==> config.mk <==
export PLATFORM = sky130hd
export DESIGN_NAME = serial_add_minus_flat
export DESIGN_NICKNAME = d
export VERILOG_FILES = /design/src/rtl/serial_add_minus_pkg.sv /design/src/rtl/serial_add_minus_if.sv /design/src/rtl/serial_add_minus_addsub_digit.sv /design/src/rtl/serial_add_minus.sv /design/src/flat_wrapper.sv
export SDC_FILE = /design/constraint.sdc
export NUM_CORES = 1
export LEC_CHECK = 0
export CAP_MARGIN = 5
export CORE_UTILIZATION = 30
export DETAILED_ROUTE_END_ITERATION = 10
export PLACE_DENSITY = 0.47
export SYNTH_ARGS = -nofsm -noshare
export SYNTH_HDL_FRONTEND = slang
export SYNTH_SLANG_ARGS = --single-unit
==> constraint.sdc <==
create_clock -name clk -period 3.65 [get_ports clk]
set_clock_uncertainty 0.05 [all_clocks]
set_input_delay 1.095 -clock clk [delete_from_list [all_inputs] [get_ports clk]]
set_output_delay 1.095 -clock clk [all_outputs]
set_load 0.02 [all_outputs]
==> src/rtl/serial_add_minus_pkg.sv <==
// Shared types and elaboration helpers for the digit-serial adder/subtractor.
//   state_e      : control FSM states
//   calc_ndig    : number of digits per operand (WIDTH/DIGIT)
//   calc_cnt_w   : width of the digit counter, never below one bit
package serial_add_minus_pkg;

    typedef enum logic [1:0] {
        IDLE = 2'd0,
        RUN  = 2'd1,
        DONE = 2'd2
    } state_e;

    function automatic int calc_ndig(input int width, input int digit);
        return width / digit;
    endfunction

    function automatic int calc_cnt_w(input int ndig);
        return (ndig > 1) ? $clog2(ndig) : 1;
    endfunction

endpackage

==> src/rtl/serial_add_minus_if.sv <==
// Operand/result handshake bundle for serial_add_minus.
//   master : operand producer / result consumer (drives in_valid, a, b, m, acc, out_ready)
//   slave  : the adder itself (drives in_ready, out_valid, s and the flags c, v, z, n)
interface serial_add_minus_if #(
    parameter int WIDTH = 16
);
    logic             in_valid;
    logic             in_ready;
    logic [WIDTH-1:0] a;
    logic [WIDTH-1:0] b;
    logic             m;
    logic             acc;
    logic             out_valid;
    logic             out_ready;
    logic [WIDTH-1:0] s;
    logic             c;
    logic             v;
    logic             z;
    logic             n;

    modport master (
        output in_valid, a, b, m, acc, out_ready,
        input  in_ready, out_valid, s, c, v, z, n
    );

    modport slave (
        input  in_valid, a, b, m, acc, out_ready,
        output in_ready, out_valid, s, c, v, z, n
    );
endinterface

==> src/rtl/serial_add_minus_addsub_digit.sv <==
// Combinational DIGIT-wide ripple adder built from one-bit full adders.
//   add          : a_i, b_i, cin_i -> s_o, cout_o (single-bit full adder)
//   addsub_digit : a_i, b_i [DIGIT], cin_i -> sum_o [DIGIT], cout_o,
//                  c_msb_o (carry into the top bit, used for signed overflow)
module add (
    input  logic a_i,
    input  logic b_i,
    input  logic cin_i,
    output logic s_o,
    output logic cout_o
);
    assign s_o    = a_i ^ b_i ^ cin_i;
    assign cout_o = (a_i & b_i) | (cin_i & (a_i ^ b_i));
endmodule

module addsub_digit #(
    parameter int DIGIT = 4
) (
    input  logic [DIGIT-1:0] a_i,
    input  logic [DIGIT-1:0] b_i,
    input  logic             cin_i,
    output logic [DIGIT-1:0] sum_o,
    output logic             cout_o,
    output logic             c_msb_o
);
    logic [DIGIT:0] cy;

    assign cy[0] = cin_i;

    for (genvar i = 0; i < DIGIT; i++) begin : g_bit
        add u_add (
            .a_i    (a_i[i]),
            .b_i    (b_i[i]),
            .cin_i  (cy[i]),
            .s_o    (sum_o[i]),
            .cout_o (cy[i+1])
        );
    end

    assign cout_o  = cy[DIGIT];
    assign c_msb_o = cy[DIGIT-1];
endmodule

==> src/rtl/serial_add_minus.sv <==
// Digit-serial two's-complement adder/subtractor, DIGIT bits per clock,
// LSB digit first. An operation takes NDIG = WIDTH/DIGIT RUN cycles.
//   clk, rst : clock and synchronous active-high reset
//   bus      : slave side of serial_add_minus_if (operands in, result + flags out)
// The accumulator captures each result on its output handshake and may
// replace operand A (acc=1) for chained add/sub sequences.
module serial_add_minus
    import serial_add_minus_pkg::*;
#(
    parameter int WIDTH = 16,
    parameter int DIGIT = 4
) (
    input  logic                clk,
    input  logic                rst,
    serial_add_minus_if.slave   bus
);
    localparam int NDIG = calc_ndig(WIDTH, DIGIT);
    localparam int CW   = calc_cnt_w(NDIG);

    state_e           state_q;
    logic [WIDTH-1:0] opa_q, opb_q;
    logic [WIDTH-1:0] res_q, res_d;
    logic [WIDTH-1:0] s_q, acc_q;
    logic             carry_q;
    logic [CW-1:0]    cnt_q;
    logic             c_q, v_q, z_q, n_q;

    logic [DIGIT-1:0] dig_sum;
    logic             dig_cout, dig_cmsb;
    logic             last_dig;

    addsub_digit #(.DIGIT(DIGIT)) u_digit (
        .a_i     (opa_q[DIGIT-1:0]),
        .b_i     (opb_q[DIGIT-1:0]),
        .cin_i   (carry_q),
        .sum_o   (dig_sum),
        .cout_o  (dig_cout),
        .c_msb_o (dig_cmsb)
    );

    // Sum digits enter from the top so after NDIG shifts the LSB digit
    // has arrived at bit 0. With a single digit there is nothing to shift.
    if (NDIG == 1) begin : g_one
        assign res_d = dig_sum;
    end else begin : g_multi
        assign res_d = {dig_sum, res_q[WIDTH-1:DIGIT]};
    end

    assign last_dig = (cnt_q == CW'(NDIG - 1));

    // On the last digit dig_cmsb is the carry into bit WIDTH-1.
    always_ff @(posedge clk) begin
        if (rst) begin
            state_q <= IDLE;
            opa_q   <= '0;
            opb_q   <= '0;
            res_q   <= '0;
            s_q     <= '0;
            acc_q   <= '0;
            carry_q <= 1'b0;
            cnt_q   <= '0;
            c_q     <= 1'b0;
            v_q     <= 1'b0;
            z_q     <= 1'b0;
            n_q     <= 1'b0;
        end else begin
            case (state_q)
                IDLE: begin
                    if (bus.in_valid) begin
                        opa_q   <= bus.acc ? acc_q : bus.a;
                        opb_q   <= bus.b ^ {WIDTH{bus.m}};
                        carry_q <= bus.m;
                        cnt_q   <= '0;
                        state_q <= RUN;
                    end
                end
                RUN: begin
                    res_q   <= res_d;
                    opa_q   <= opa_q >> DIGIT;
                    opb_q   <= opb_q >> DIGIT;
                    carry_q <= dig_cout;
                    cnt_q   <= cnt_q + CW'(1);
                    if (last_dig) begin
                        s_q     <= res_d;
                        c_q     <= dig_cout;
                        v_q     <= dig_cmsb ^ dig_cout;
                        z_q     <= (res_d == '0);
                        n_q     <= res_d[WIDTH-1];
                        state_q <= DONE;
                    end
                end
                DONE: begin
                    if (bus.out_ready) begin
                        acc_q   <= s_q;
                        state_q <= IDLE;
                    end
                end
                default: state_q <= IDLE;
            endcase
        end
    end

    assign bus.in_ready  = (state_q == IDLE) && !rst;
    assign bus.out_valid = (state_q == DONE);
    assign bus.s         = s_q;
    assign bus.c         = c_q;
    assign bus.v         = v_q;
    assign bus.z         = z_q;
    assign bus.n         = n_q;
endmodule

==> src/flat_wrapper.sv <==
// flat-port wrapper written by rule: the top's interface ports become plain ports
module serial_add_minus_flat import serial_add_minus_pkg::*;
#(
    parameter int WIDTH = 16,
    parameter int DIGIT = 4
)
  (clk, rst, bus_in_valid, bus_a, bus_b, bus_m, bus_acc, bus_out_ready, bus_in_ready, bus_out_valid, bus_s, bus_c, bus_v, bus_z, bus_n);
  serial_add_minus_if #(.WIDTH(WIDTH)) bus_i ();
  input  logic clk;
  input  logic rst;
  input wire logic [$bits(bus_i.in_valid)-1:0] bus_in_valid;
  input wire logic [$bits(bus_i.a)-1:0] bus_a;
  input wire logic [$bits(bus_i.b)-1:0] bus_b;
  input wire logic [$bits(bus_i.m)-1:0] bus_m;
  input wire logic [$bits(bus_i.acc)-1:0] bus_acc;
  input wire logic [$bits(bus_i.out_ready)-1:0] bus_out_ready;
  output wire logic [$bits(bus_i.in_ready)-1:0] bus_in_ready;
  output wire logic [$bits(bus_i.out_valid)-1:0] bus_out_valid;
  output wire logic [$bits(bus_i.s)-1:0] bus_s;
  output wire logic [$bits(bus_i.c)-1:0] bus_c;
  output wire logic [$bits(bus_i.v)-1:0] bus_v;
  output wire logic [$bits(bus_i.z)-1:0] bus_z;
  output wire logic [$bits(bus_i.n)-1:0] bus_n;
  assign bus_i.in_valid = bus_in_valid;
  assign bus_i.a = bus_a;
  assign bus_i.b = bus_b;
  assign bus_i.m = bus_m;
  assign bus_i.acc = bus_acc;
  assign bus_i.out_ready = bus_out_ready;
  assign bus_in_ready = bus_i.in_ready;
  assign bus_out_valid = bus_i.out_valid;
  assign bus_s = bus_i.s;
  assign bus_c = bus_i.c;
  assign bus_v = bus_i.v;
  assign bus_z = bus_i.z;
  assign bus_n = bus_i.n;
  serial_add_minus #(.WIDTH(WIDTH), .DIGIT(DIGIT)) u_core (.clk(clk), .rst(rst), .bus(bus_i));
endmodule
==> reports/qor.csv <==
stage;metric;value;unit
critical_path;arrival;2240;ps
critical_path;critPathLaunch;rst;
critical_path;reg2reg_to;u_core.bus.z;
floorplanning;die_area;0.0124;mm2
critical_path;worstReg2RegStart;u_core.opa_q[0];
layout;num-fill-cells;1205;
sta;postLayoutSetupSlackWorst;267;ps
place;port_buffers;59;
clocking;cts_tree;built;
sta;min_period;3380;ps
logic_synthesis;syn_nets;437;
clocking;cts_num_sinks;84;
logic_synthesis;async_flop_share;0;%
layout;final_area;0.00452;mm2
logic_synthesis;netlist_area;0.00358;mm2
global_route;track_usage;15.2;%
logic_synthesis;synth_area_leaders;dfxtp_1 (47%), nand2_1 (8.6%), a21oi_1 (6.1%), a22oi_1 (4.4%), xor2_1 (3.9%);
routing;drc;4;
place;dpl-instance-area;0.00424;mm2
logic_synthesis;postSynthAreaPerCell;9.09;um2
min_path;hp-start;u_core.acc_q[2];
clocking;postCtsHoldBufs;0;
logic_synthesis;synth_top_area_share;46.9;%
power;power_density;456;mW/mm2
routing;vias_per_cell;4.93;
critical_path;critical-path-top-delay-family;buffers and inverters;
logic_synthesis;ys.warnings.count;0;
place;dp_hpwl;6310;um
power;total_power;2.06;mW
sta;worst_pin_slew;877;ps
critical_path;cp_num_buf_inv;2;
global_route;grt_pass1_wl;14600;um
routing;dr.pass1.iters;9;
sta;hold_slack;402;ps
layout;syn2layout_area_growth;26.1;%
logic_synthesis;synth_common_cells;dfxtp_1 (84), nand2_1 (82), a21oi_1 (44), nor2_1 (32), a22oi_1 (21);
floorplanning;start_util;31.1;%
sta;min_period_over_period;92.7;%
sta;slew_headroom;41.4;%
floorplanning;die_x;111;um
global_route;antenna_found_initial;0;
logic_synthesis;ys_types;38;
power;vdd_ir_drop_max;253;uV
place;pre_cts_slack;245;ps
critical_path;path_depth;4;
sta;fmax;296;MHz
layout;fin_nets;481;
floorplanning;die_h;111;um
power;p_comb_share;10.3;%
clocking;clock_latency;340;ps
routing;wl_per_cell;15.6;um
outcome;status;complete, but fails checks;
floorplanning;fp-row-count;39;
critical_path;cpMaxStageDelayCell;clkdlybuf4s50_1;
logic_synthesis;synth_cells;394;
place;dp_cells;570;
sta;final-hold-violation-count;0;
routing;drtIter0Drc;229;
layout;drive_gt1_share;10.2;%
clocking;clockBufferDepth;2;
routing;antenna_left;0;
global_route;grt_max_degree;75;
sta;fin_tns_setup;0;ps
sta;slew_viol_final;0;
layout;post-route-util;39.2;%
clocking;h-tree-depth;3;
critical_path;cpPeakStageDelay;620;ps
power;sw_frac_of_total;23.6;%
critical_path;critPathRequiredTime;2500;ps
routing;vias;2884;
critical_path;crit_path_end_kind;output port;
sta;setup_viol_count_final;0;
logic_synthesis;synth-seq-cells;84;
place;globalplace.congestion;0.753;
flow_run;cap_violations;0;
logic_synthesis;ys_seq_area_share;46.9;%
layout;final_cells;585;
power;p_switching;0.486;mW
logic_synthesis;synth_top_area_cell;dfxtp_1;
global_route;grt_pass1_vias;2777;
critical_path;r2r_cells;10;
power;internal-power;1.57;mW
power;clockPowerShare;42.7;%
layout;antenna_cells;0;
min_path;hp-class;register to register;
critical_path;worst-setup-path-type;primary input to output port;
logic_synthesis;yosysMostFrequentCell;dfxtp_1;
floorplanning;core-area;0.0115;mm2
power;leakagePower;1.59;nW
critical_path;regToRegSetupSlack;1140;ps
clocking;post_cts_buffers;0;
outcome;violations;DRC;
critical_path;worstSetupStartpointType;primary input;
clocking;cts-root-buf;clkbuf_16;
sta;rsz0062_at_grt;false;
logic_synthesis;yosys_most_used_dff;dfxtp_1;
clocking;numCtsBuffers;9;
floorplanning;ios;60;
power;share_seq_of_total_power;47.1;%
critical_path;endpoint;bus_in_ready;
routing;drt_wl_total;9130;um
clocking;cts_resized;0;
global_route;overflow;0;
clocking;clk_pin_slew;60;ps
logic_synthesis;synth-edff-count;0;
critical_path;path_cells;buf_2, or2_2, nor2_1, clkdlybuf4s50_1;
critical_path;path_max_fanout;2;
==> tightest hold or removal path: stages, from the launching register on <==
cell and delay, ps:
dfxtp_1 300, nand2_1 50, a21oi_1 50
==> cell families after synthesis <==
family,count (synthesis),synth area share (%)
adder cells (fa/ha/maj),5,2.58
AND/OR/NAND/NOR,132,15.8
buffers and inverters,41,5.62
XOR/XNOR,17,4.16
flip-flops,84,46.9
AO/OA/AOI/OAI,98,19.0
multiplexers,17,5.94
==> registers in the layout, summed over array words and instances, names as in the netlist <==
name            count
u_core.bus.v        1
u_core.opb_q       16
u_core.bus.s       16
u_core.opa_q       16
u_core.acc_q       16
u_core.res_q       12
u_core.bus.c        1
u_core.cnt_q        2
u_core.state_q      2
u_core.carry_q      1
u_core.bus.z        1
==> cell usage in the layout (no fill, tap or decap), drive strengths merged <==
cell type      instances
nor4                   2
buf                    8
mux2i                  1
a222oi                12
bufinv                 1
o2bb2ai               12
xnor2                  1
o21ai                  1
or4b                   1
nor2b                  3
dfxtp                 84
or2                    1
nand2b                 2
o21bai                 1
xor2                  16
and2b                  1
a21oi                 44
nand3b                 3
clkinv                 4
and3b                  2
nor3b                  1
nand4                  1
fa                     4
a221oi                 1
nor2                  32
nand2                 82
mux2                  16
clkdlybuf4s50         58
o21a                   1
a22oi                 21
a211oi                 5
nor4b                  1
ha                     1
clkbuf                10
inv                    8
==> worst min path at each step <==
| stage | to | slack [ps] | cells after the start |
|---|---|---|---|
| 6_report | u_core.acc_q[2] | 400 | 2 |
| 5_1_grt | u_core.acc_q[8] | 420 | 2 |
| 4_1_cts | u_core.acc_q[8] | 410 | 2 |
| 3_5_place_dp | u_core.acc_q[8] | 400 | 2 |
| 3_3_place_gp | u_core.acc_q[3] | 390 | 2 |
| 2_1_floorplan | u_core.opb_q[0] | 380 | 1 |
==> layer usage <==
layer	GRT usage [%]	routed length, um	vias to the layer above
met2	22.2	3980	64
li1	-	-	1457
met4	7.30	178	0
met3	2.62	403	12
met5	0	0	-
met1	21.5	4570	1351
==> final cells by class <==
class / instances / area (um2) / area share [%]
Clock buffer: 10 / 229 / 5.07
Clock inverter: 5 / 53.8 / 1.19
Inverter: 8 / 30.0 / 0.665
Multi-Input combinational cell: 269 / 1710 / 37.8
Sequential cell: 84 / 1680 / 37.2
Tap cell: 143 / 179 / 3.96
Timing Repair Buffer: 66 / 638 / 14.1
==> power by group through the flow <==
| stage | Clock [mW] | Sequential, mW | Combinational, mW |
|---|---|---|---|
| 2_1_floorplan | 0 | 0.981 | 0.140 |
| 3_3_place_gp | 0 | 0.989 | 0.213 |
| 3_5_place_dp | 0 | 0.989 | 0.214 |
| 4_1_cts | 0.902 | 0.969 | 0.215 |
| 5_1_grt | 0.936 | 0.972 | 0.234 |
| 6_report | 0.878 | 0.969 | 0.212 |
(Power assumes the default switching activity.)
